### src/rtl/uart_byte_rx_if.sv
// uart_byte_rx_if
//   Parallel result bus of the UART byte receiver.
//   data_byte : last correctly framed byte
//   rx_done   : one-cycle strobe, data_byte valid on the same cycle
//   frame_err : one-cycle strobe, stop bit sampled low
//   rx_busy   : receiver is inside a frame (any state but IDLE)
//   master modport = receiver side, slave modport = consumer side.
interface uart_byte_rx_if;
  logic [7:0] data_byte;
  logic       rx_done;
  logic       frame_err;
  logic       rx_busy;

  modport master (output data_byte, output rx_done, output frame_err, output rx_busy);
  modport slave  (input  data_byte, input  rx_done, input  frame_err, input  rx_busy);
endinterface

### src/rtl/uart_byte_rx.sv
// uart_byte_rx
//   8N1 UART receiver with 16x oversampling, start-bit validation and
//   framing-error reporting. Baud table fixed for a 50 MHz clk.
//   Optional build macro: UART_RX_MAJORITY_EN
//     defined   -> bit value is the 2-of-3 majority of samples s=7,8,9
//     undefined -> bit value is the single sample at s=8
//   Ports:
//     clk      : system clock
//     rst_n    : asynchronous active-low reset
//     rx       : asynchronous serial input, idle high
//     en_recv  : receiver enable, low forces IDLE
//     set_baud : baud select (0:9600 1:19200 2:38400 3:57600 4:115200 5-7:9600)
//     rx_bus   : result bus (uart_byte_rx_if.master)
//
//   state  | meaning
//   IDLE   | waiting for a falling edge on the synchronized line
//   START  | validating the start bit
//   DATA   | shifting in 8 data bits, LSB first
//   STOP   | sampling the stop bit
//   BREAK  | stop bit was low, waiting for the line to return high
module uart_byte_rx (
  input  logic           clk,
  input  logic           rst_n,
  input  logic           rx,
  input  logic           en_recv,
  input  logic [2:0]     set_baud,
  uart_byte_rx_if.master rx_bus
);

  typedef enum logic [2:0] {
    ST_IDLE,
    ST_START,
    ST_DATA,
    ST_STOP,
    ST_BREAK
  } state_t;

  state_t     state, state_nxt;
  logic       rx_meta, rxs, rxs_prev;
  logic       fall;
  logic [8:0] div_m1;
  logic [8:0] div_cnt;
  logic       tick;
  logic [3:0] s_idx;
  logic       wrap, decide;
  logic [2:0] bit_cnt;
  logic       samp8;
  logic       bit_val;
  logic [7:0] shreg;
  logic       cnt_clr;
  logic       done_d, err_d;
  logic [7:0] data_byte_q;
  logic       rx_done_q, frame_err_q;

  always_comb begin
    div_m1 = 9'd324;
    case (set_baud)
      3'd1:    div_m1 = 9'd162;
      3'd2:    div_m1 = 9'd80;
      3'd3:    div_m1 = 9'd53;
      3'd4:    div_m1 = 9'd26;
      default: div_m1 = 9'd324;
    endcase
  end

  // Both synchronizer flops and the history flop reset to the idle level so
  // that reset release never looks like a start edge.
  always_ff @(posedge clk or negedge rst_n) begin
    if (!rst_n) begin
      rx_meta  <= 1'b1;
      rxs      <= 1'b1;
      rxs_prev <= 1'b1;
    end else begin
      rx_meta  <= rx;
      rxs      <= rx_meta;
      rxs_prev <= rxs;
    end
  end

  assign fall = rxs_prev & ~rxs;

  // Counters are held at zero in IDLE, so entering START starts them cleanly.
  assign cnt_clr = ~en_recv | (state == ST_IDLE);
  assign tick    = (div_cnt == div_m1);
  assign wrap    = tick & (s_idx == 4'd15);
  assign decide  = tick & (s_idx == 4'd9);

  always_ff @(posedge clk or negedge rst_n) begin
    if (!rst_n) begin
      div_cnt <= '0;
      s_idx   <= '0;
      bit_cnt <= '0;
    end else if (cnt_clr) begin
      div_cnt <= '0;
      s_idx   <= '0;
      bit_cnt <= '0;
    end else begin
      div_cnt <= tick ? 9'd0 : div_cnt + 9'd1;
      if (tick)
        s_idx <= s_idx + 4'd1;
      if ((state == ST_DATA) && wrap)
        bit_cnt <= bit_cnt + 3'd1;
    end
  end

  always_ff @(posedge clk or negedge rst_n) begin
    if (!rst_n)
      samp8 <= 1'b1;
    else if (tick && (s_idx == 4'd8))
      samp8 <= rxs;
  end

`ifdef UART_RX_MAJORITY_EN
  logic samp7;

  always_ff @(posedge clk or negedge rst_n) begin
    if (!rst_n)
      samp7 <= 1'b1;
    else if (tick && (s_idx == 4'd7))
      samp7 <= rxs;
  end

  // The s=9 sample is the live synchronized value on the decision tick.
  assign bit_val = (samp7 & samp8) | (samp7 & rxs) | (samp8 & rxs);
`else
  assign bit_val = samp8;
`endif

  always_ff @(posedge clk or negedge rst_n) begin
    if (!rst_n)
      shreg <= '0;
    else if ((state == ST_DATA) && decide)
      shreg <= {bit_val, shreg[7:1]};
  end

  always_ff @(posedge clk or negedge rst_n) begin
    if (!rst_n)
      state <= ST_IDLE;
    else
      state <= state_nxt;
  end

  always_comb begin
    state_nxt = state;
    if (!en_recv) begin
      state_nxt = ST_IDLE;
    end else begin
      case (state)
        ST_IDLE:  if (fall) state_nxt = ST_START;
        ST_START: begin
          if (decide && bit_val)
            state_nxt = ST_IDLE;
          else if (wrap)
            state_nxt = ST_DATA;
        end
        ST_DATA:  if (wrap && (bit_cnt == 3'd7)) state_nxt = ST_STOP;
        ST_STOP:  if (decide) state_nxt = bit_val ? ST_IDLE : ST_BREAK;
        ST_BREAK: if (rxs) state_nxt = ST_IDLE;
        default:  state_nxt = ST_IDLE;
      endcase
    end
  end

  always_comb begin
    done_d = 1'b0;
    err_d  = 1'b0;
    if (en_recv && (state == ST_STOP) && decide) begin
      done_d = bit_val;
      err_d  = ~bit_val;
    end
  end

  always_ff @(posedge clk or negedge rst_n) begin
    if (!rst_n) begin
      rx_done_q   <= 1'b0;
      frame_err_q <= 1'b0;
      data_byte_q <= 8'h00;
    end else begin
      rx_done_q   <= done_d;
      frame_err_q <= err_d;
      if (done_d)
        data_byte_q <= shreg;
    end
  end

  assign rx_bus.data_byte = data_byte_q;
  assign rx_bus.rx_done   = rx_done_q;
  assign rx_bus.frame_err = frame_err_q;
  assign rx_bus.rx_busy   = (state != ST_IDLE);

endmodule
### src/flat_wrapper.sv
// flat-port wrapper written by rule: the top's interface ports become plain ports
module uart_byte_rx_flat 
  (clk, rst_n, rx, en_recv, set_baud, rx_bus_data_byte, rx_bus_rx_done, rx_bus_frame_err, rx_bus_rx_busy);
  uart_byte_rx_if rx_bus_i ();
  input  logic clk;
  input  logic rst_n;
  input  logic rx;
  input  logic en_recv;
  input  logic [2:0] set_baud;
  output wire logic [$bits(rx_bus_i.data_byte)-1:0] rx_bus_data_byte;
  output wire logic [$bits(rx_bus_i.rx_done)-1:0] rx_bus_rx_done;
  output wire logic [$bits(rx_bus_i.frame_err)-1:0] rx_bus_frame_err;
  output wire logic [$bits(rx_bus_i.rx_busy)-1:0] rx_bus_rx_busy;
  assign rx_bus_data_byte = rx_bus_i.data_byte;
  assign rx_bus_rx_done = rx_bus_i.rx_done;
  assign rx_bus_frame_err = rx_bus_i.frame_err;
  assign rx_bus_rx_busy = rx_bus_i.rx_busy;
  uart_byte_rx u_core (.clk(clk), .rst_n(rst_n), .rx(rx), .en_recv(en_recv), .set_baud(set_baud), .rx_bus(rx_bus_i));
endmodule
### config.mk
export PLATFORM = sky130hd
export DESIGN_NAME = uart_byte_rx_flat
export DESIGN_NICKNAME = d
export VERILOG_FILES = /design/src/rtl/uart_byte_rx_if.sv /design/src/rtl/uart_byte_rx.sv /design/src/flat_wrapper.sv
export SDC_FILE = /design/constraint.sdc
export NUM_CORES = 1
export LEC_CHECK = 0
export ABC_CLOCK_PERIOD_IN_PS = 3200
export BUFFER_PORTS_ARGS = -buffer_cell sky130_fd_sc_hd__buf_4
export CAP_MARGIN = 40
export CORE_ASPECT_RATIO = 0.5
export CORE_MARGIN = 2
export CORE_UTILIZATION = 39
export DETAILED_ROUTE_END_ITERATION = 8
export GPL_TIMING_DRIVEN = 0
export PLACE_DENSITY_LB_ADDON = 0.15
export SLEW_MARGIN = 20
export SYNTH_ARGS = -nofsm -noshare
export SYNTH_HDL_FRONTEND = slang
export SYNTH_SLANG_ARGS = --single-unit
### constraint.sdc
create_clock -name clk -period 3.2 [get_ports clk]
set_clock_uncertainty 0.2 [all_clocks]
set_input_delay 0.48 -clock clk [delete_from_list [all_inputs] [get_ports clk]]
set_output_delay 0.48 -clock clk [all_outputs]
set_load 0.01 [all_outputs]
### Word-level counts from Yosys, hierarchy flattened

Index checks and enable logic that the tools add are counted.

* register bits after elaboration: 41
* input port bits: 7
* output and inout port bits: 11
* logic and storage cells: 70

* $add $sub $neg: 3
* equal/unequal tests: 18
* muxes and demuxes: 18
* bitwise gates (word level): 7
* reduce and logical (&&, ||, !) cells: 12

Operator list (number)
* one-hot mux 9 bit (4 select lines): 1
* 2-to-1 mux 3 bit: 10
* 2-to-1 mux 9 bit: 2
* one-hot mux 3 bit (5 select lines): 1
* == test 3 x 2 -> 1 bit (second input constant): 4
* == test 4 bit (second input constant): 3
* adder 9 x 1 -> 9 bit (second input constant): 1
* == test 3 bit (second input constant): 3
* == test 9 bit: 1
* != test 3 x 2 -> 1 bit (second input constant): 3
* 2-to-1 mux 4 bit: 2
* logical AND 1 bit: 7
* == test 3 x 1 -> 1 bit (second input constant): 2
* AND reduction 5 bit: 1
* adder 4 x 1 -> 4 bit (second input constant): 1
* != test 4 x 2 -> 1 bit (second input constant): 1
* nonzero test 2 bit: 2
* adder 3 x 1 -> 3 bit (second input constant): 1
* AND 1 bit: 3
* zero test 3 bit: 1
* != test 3 bit (second input constant): 1
* NOT 1 bit: 3
* nonzero test 3 bit: 1
* 2-to-1 mux 1 bit: 2
* OR 1 bit: 1

### Depth between registers and ports, before layout

* word-level depth: 8
* depth in mapped cells: 8
* gate-level depth less buffers: 7

### Worst setup path after synthesis

OpenSTA, ideal clock, no wires.

* path kind: register to register
* start point: reg u_core.div_cnt[2]
* end point: reg u_core.data_byte_q[0] (netlist: u_core.rx_bus.data_byte[0])
* setup time: 0.125 ns
* data arrival time: 2.554 ns
* required time: 2.875 ns
* setup slack: 0.321 ns
* cell stages (with the launch flop): 9
* path buffers: 3
* clock period less this slack: 2.879 ns
* path through: dfrtp_1 > buf_6 > or4b_1 > a311o_1 > and3_1 > buf_6 > or4_4 > buf_6 > mux2_4

* longest elaborated chain between the ends: 4

RTL lines
* start, declared: line uart_byte_rx.sv:42 `logic [8:0] div_cnt;`
* start signal, assigned: line uart_byte_rx.sv:98 `div_cnt <= tick ? 9'd0 : div_cnt + 9'd1;`
* == test 9 bit: line uart_byte_rx.sv:84 `assign tick = (div_cnt == div_m1);`
* AND 1 bit: line uart_byte_rx.sv:86 `assign decide = tick & (s_idx == 4'd9);`
* logical AND 1 bit: line uart_byte_rx.sv:167 `if (en_recv && (state == ST_STOP) && decide) begin`
* 2-to-1 mux 1 bit: line uart_byte_rx.sv:167
* end signal, assigned: line uart_byte_rx.sv:182 `data_byte_q <= shreg;`
* end, declared: line uart_byte_rx.sv:52 `logic [7:0] data_byte_q;`

Every way passes these cells.
A chain may end at the register's enable or synchronous reset.

### Worst setup path after layout

* start point: reg u_core.div_cnt[2]
* end point: reg u_core.data_byte_q[7] (netlist: u_core.rx_bus.data_byte[7])

Same word-level chain as after synthesis.

==> impl_metrics.toml <==
[power_and_ir_drop]
internal_cell_power_mw = 1.00
clock_power_share = 0.520
leakage_power_summed_over_all_cells_nw = 1.19
totalPowerFinal_mw = 1.27
vdd_drop_max_uv = 282
sw_frac_of_total = 0.212
power-per-cell-area_nw_per_um2 = 481
power_switching_mw = 0.269
seqPwrFrac = 0.419
pwr-share-comb = 0.061

[synth]
synth_compound_gate_area_share = 0.0800
synth_mux_area_frac = 0.122
synth_top_family_by_area = "simple AND/OR/NAND/NOR gates"
cell_area_after_synthesis_um2 = 2220
mappedNetlistNets = 217
syn-instance-count = 204
synth_fa_ha_area_frac = 0.0338
yosysWarningCount = 0
synth-simple-area-share = 0.236
post_synth_main_area_contributors = "dfrtp_1 (42%), mux2_4 (5.4%), dfstp_2 (4.7%)"
synth_cell_type_count = 48
synth-xor-area-share = 0.0316
synth_area_per_cell_um2 = 10.9
synth.yosys.seq_area_share = 0.464
yosys_most_used_dff = "dfrtp_1"
synth-seq-cells = 41
synthDominantAreaCellType = "dfrtp_1"
synthDominantCellAreaShare = 0.417
postSynth.asyncResetShare = 1.00
synth_enable_flop_cells = 0

[route]
drt-total-wl_um = 4400
drt-wirelength-per-cell_um = 14.5
final_antenna_net_count = 0
vias = 1614
detail_route.iter0.violations = 62
drt_drc_violations_left = 0
post_drt_via_cell_ratio = 5.31
detailedRoute.firstPassIterationCount = 4

[critical_path]
worst_setup_path_end_kind = "flop"
path_max_fanout = 9
critical_path_required_ps = 3170
criticalPathCategory = "reg -> reg"
arrival_ps = 2970
startpoint_type_of_the_worst_setup_path = "flop"

[die]
placement_rows = 19
core_um2 = 5490
die-height_um = 57.3
start_util = 0.404
fp.dieW_um = 111
die_area_um2 = 6350
ioPinCount = 18

[cts]
tritoncts = "built"
numClockSinks = 41
cts_root_buf = "clkbuf_16"
clk_path_buf_depth = 2
cts_buffers = 5
post_cts_buffers = 0
clkLatencyLatePin_ps = 280
cts_resized = 0
cts_hold_buffers = 0
cts.htree.levels = 2
cts.reportedPaths.clkPinSlew_ps = 60

[timing]
layout_worst_path_cycle_share = 0.938
rsz_0062_raised_after_global_routing = "false"
worst_slew_pin_tran_ps = 582
timing.max_slew.rel_slack = 0.610
report.final.setup_viol = 0
timing.final.ws_setup_ps = 198
max_freq_mhz = 333
timing.hold.ws_ps = -27.2
slew_violations = 0
totalNegativeSetupSlack_ps = 0
hold_violations = 31
layout_min_cycle_time_ps = 3000

[grt]
busiest_layer = "met2"
grt_overflow_total = 0
gr-usage-all-layers = 0.151
via_count_of_the_first_global_routing_pass = 1545
number_of_antenna_violations_at_the_first_check_in_global_routing = 0
grt_start_max_net_pins = 42
groute.layer.met1.usage = 0.217
grt_util_met3 = 0.0393
grt_util_met2 = 0.230
grt_first_pass_wirelength_um = 7620

[cells_and_area]
post_layout_nonfiller_instances = 304
final_net_count = 243
sequential_cell_area_um2 = 1030
fillCellCount = 493
layout-drive-gt1-share = 0.238
n_antenna_cell = 0
multi_input_comb_area_um2 = 1120
area_delta_synth_final_pct = 19.2

[place]
gp_routability_congestion = 0.787
place.detailed.instances = 294
port-buffer-count = 17
dpl.hpwl_um = 3030
post-place-ws_ps = -213

[run]
maxCapViolCount = 0

[worst_hold_path]
hold_path.class = "in -> async"

[status]
violations = "hold timing"
outcome = "finished, violations left"
## through the flow
stage                     utilization  cell area, um^2
after floorplan                     -             2220
after global placement          0.444             2440
after detailed placement        0.444             2440
after CTS                       0.479             2630
after global routing            0.482             2650
final                           0.482             2650
## state kept, by name, indices dropped and copies added (netlist names)
register / cells
u_core.rx_bus.frame_err: 1
u_core.rx_bus.data_byte: 8
u_core.s_idx: 4
u_core.state: 3
u_core.shreg: 8
u_core.bit_val: 1
u_core.rx_meta: 1
u_core.bit_cnt: 3
u_core.rxs: 1
u_core.div_cnt: 9
u_core.rxs_prev: 1
u_core.rx_bus.rx_done: 1
## logic make-up (layout without fill, tap and decap cells)
| group | count (synthesis) | after routing |
|---|---|---|
| flops | 41 | 41 |
| fa+ha+maj | 6 | 6 |
| xor+xnor | 8 | 8 |
| mux | 22 | 22 |
| buf+inv | 13 | 40 |
| simple gates | 89 | 89 |
| compound gates | 25 | 25 |
## per-layer routing
layer  vias up  share of wire  routed length (um)
met5         -              0                   0
met2        23           0.42                1860
met1       774           0.54                2360
met3         4          0.032                 141
li1        813              -                   -
met4         0         0.0082                  36
## critical path, cell delays in order (launching register included)
cell and delay, ps:
dfrtp_1 370, buf_6 140, or4b_1 520, a311o_1 390
and3_1 160, buf_6 130, or4_4 520, buf_6 170
mux2_4 300
## power by group through the flow
stage	clock network [mW]	registers (mW)	logic [mW]
after floorplan	0	0.540	0.0449
after global placement	0	0.542	0.0751
after detailed placement	0	0.542	0.0770
after CTS	0.675	0.533	0.0772
after global routing	0.696	0.534	0.0866
final	0.662	0.533	0.0771
## final cells by class
cell class	count	area share
Buffer	11	0.0241
Clock buffer	5	0.0473
Clock inverter	3	0.0260
Inverter	2	0.00284
Multi-Input combinational cell	150	0.422
Sequential cell	41	0.390
Tap cell	73	0.0345
Timing Repair Buffer	19	0.0530
## synthesized netlist by cell type (all sizes together) (5+ instances only)
| cell | instances |
|---|---|
| xnor2 | 5 |
| nand4 | 7 |
| nor2 | 8 |
| ha | 6 |
| dfrtp | 37 |
| nand2 | 11 |
| mux2 | 17 |
| clkbuf | 8 |
| mux2i | 5 |
| nand3 | 15 |
| nor3b | 6 |
| nor3 | 11 |
| o21ai | 5 |
## placed cells by master (no fill, tap or decap), types with 2 or more instances in the layout
cell type / netlist / final
nor3_1: 11 / 11
or4_1: 3 / 3
mux2_2: 9 / 9
buf_4: 0 / 18
and3_1: 3 / 3
nand3_1: 15 / 15
a21oi_1: 4 / 4
o211ai_1: 2 / 2
nand3b_1: 2 / 2
nand4_1: 7 / 7
and3b_1: 3 / 3
buf_6: 3 / 3
ha_1: 6 / 6
nor2b_1: 4 / 4
nand2b_1: 4 / 4
clkbuf_1: 8 / 8
o31ai_1: 3 / 3
xnor2_1: 5 / 5
o21ai_0: 5 / 5
dfrtp_1: 37 / 37
nor2_1: 8 / 8
or3_1: 2 / 2
dfstp_2: 4 / 4
nor3b_1: 6 / 6
bufinv_16: 0 / 2
nand2_1: 11 / 11
clkbuf_16: 0 / 5
inv_1: 2 / 2
mux2i_1: 5 / 5
or2_2: 2 / 2
mux2_4: 8 / 8
xor2_1: 3 / 3
## worst paths after layout
check	startpoint	endpoint	slack [ps]	cells after the start
hold reg to reg	u_core.rx_meta	u_core.rxs	160	0
min in group clk	rx	u_core.rx_meta	110	1
setup reg to reg	u_core.div_cnt[2]	u_core.rx_bus.data_byte[7]	200	8
hold / removal	rst_n	u_core.div_cnt[2]	-30	1
max in group asynchronous	rst_n	u_core.s_idx[3]	2440	1
setup / recovery	u_core.div_cnt[2]	u_core.rx_bus.data_byte[7]	200	8
Note: power is estimated with default switching activity, not from simulation.
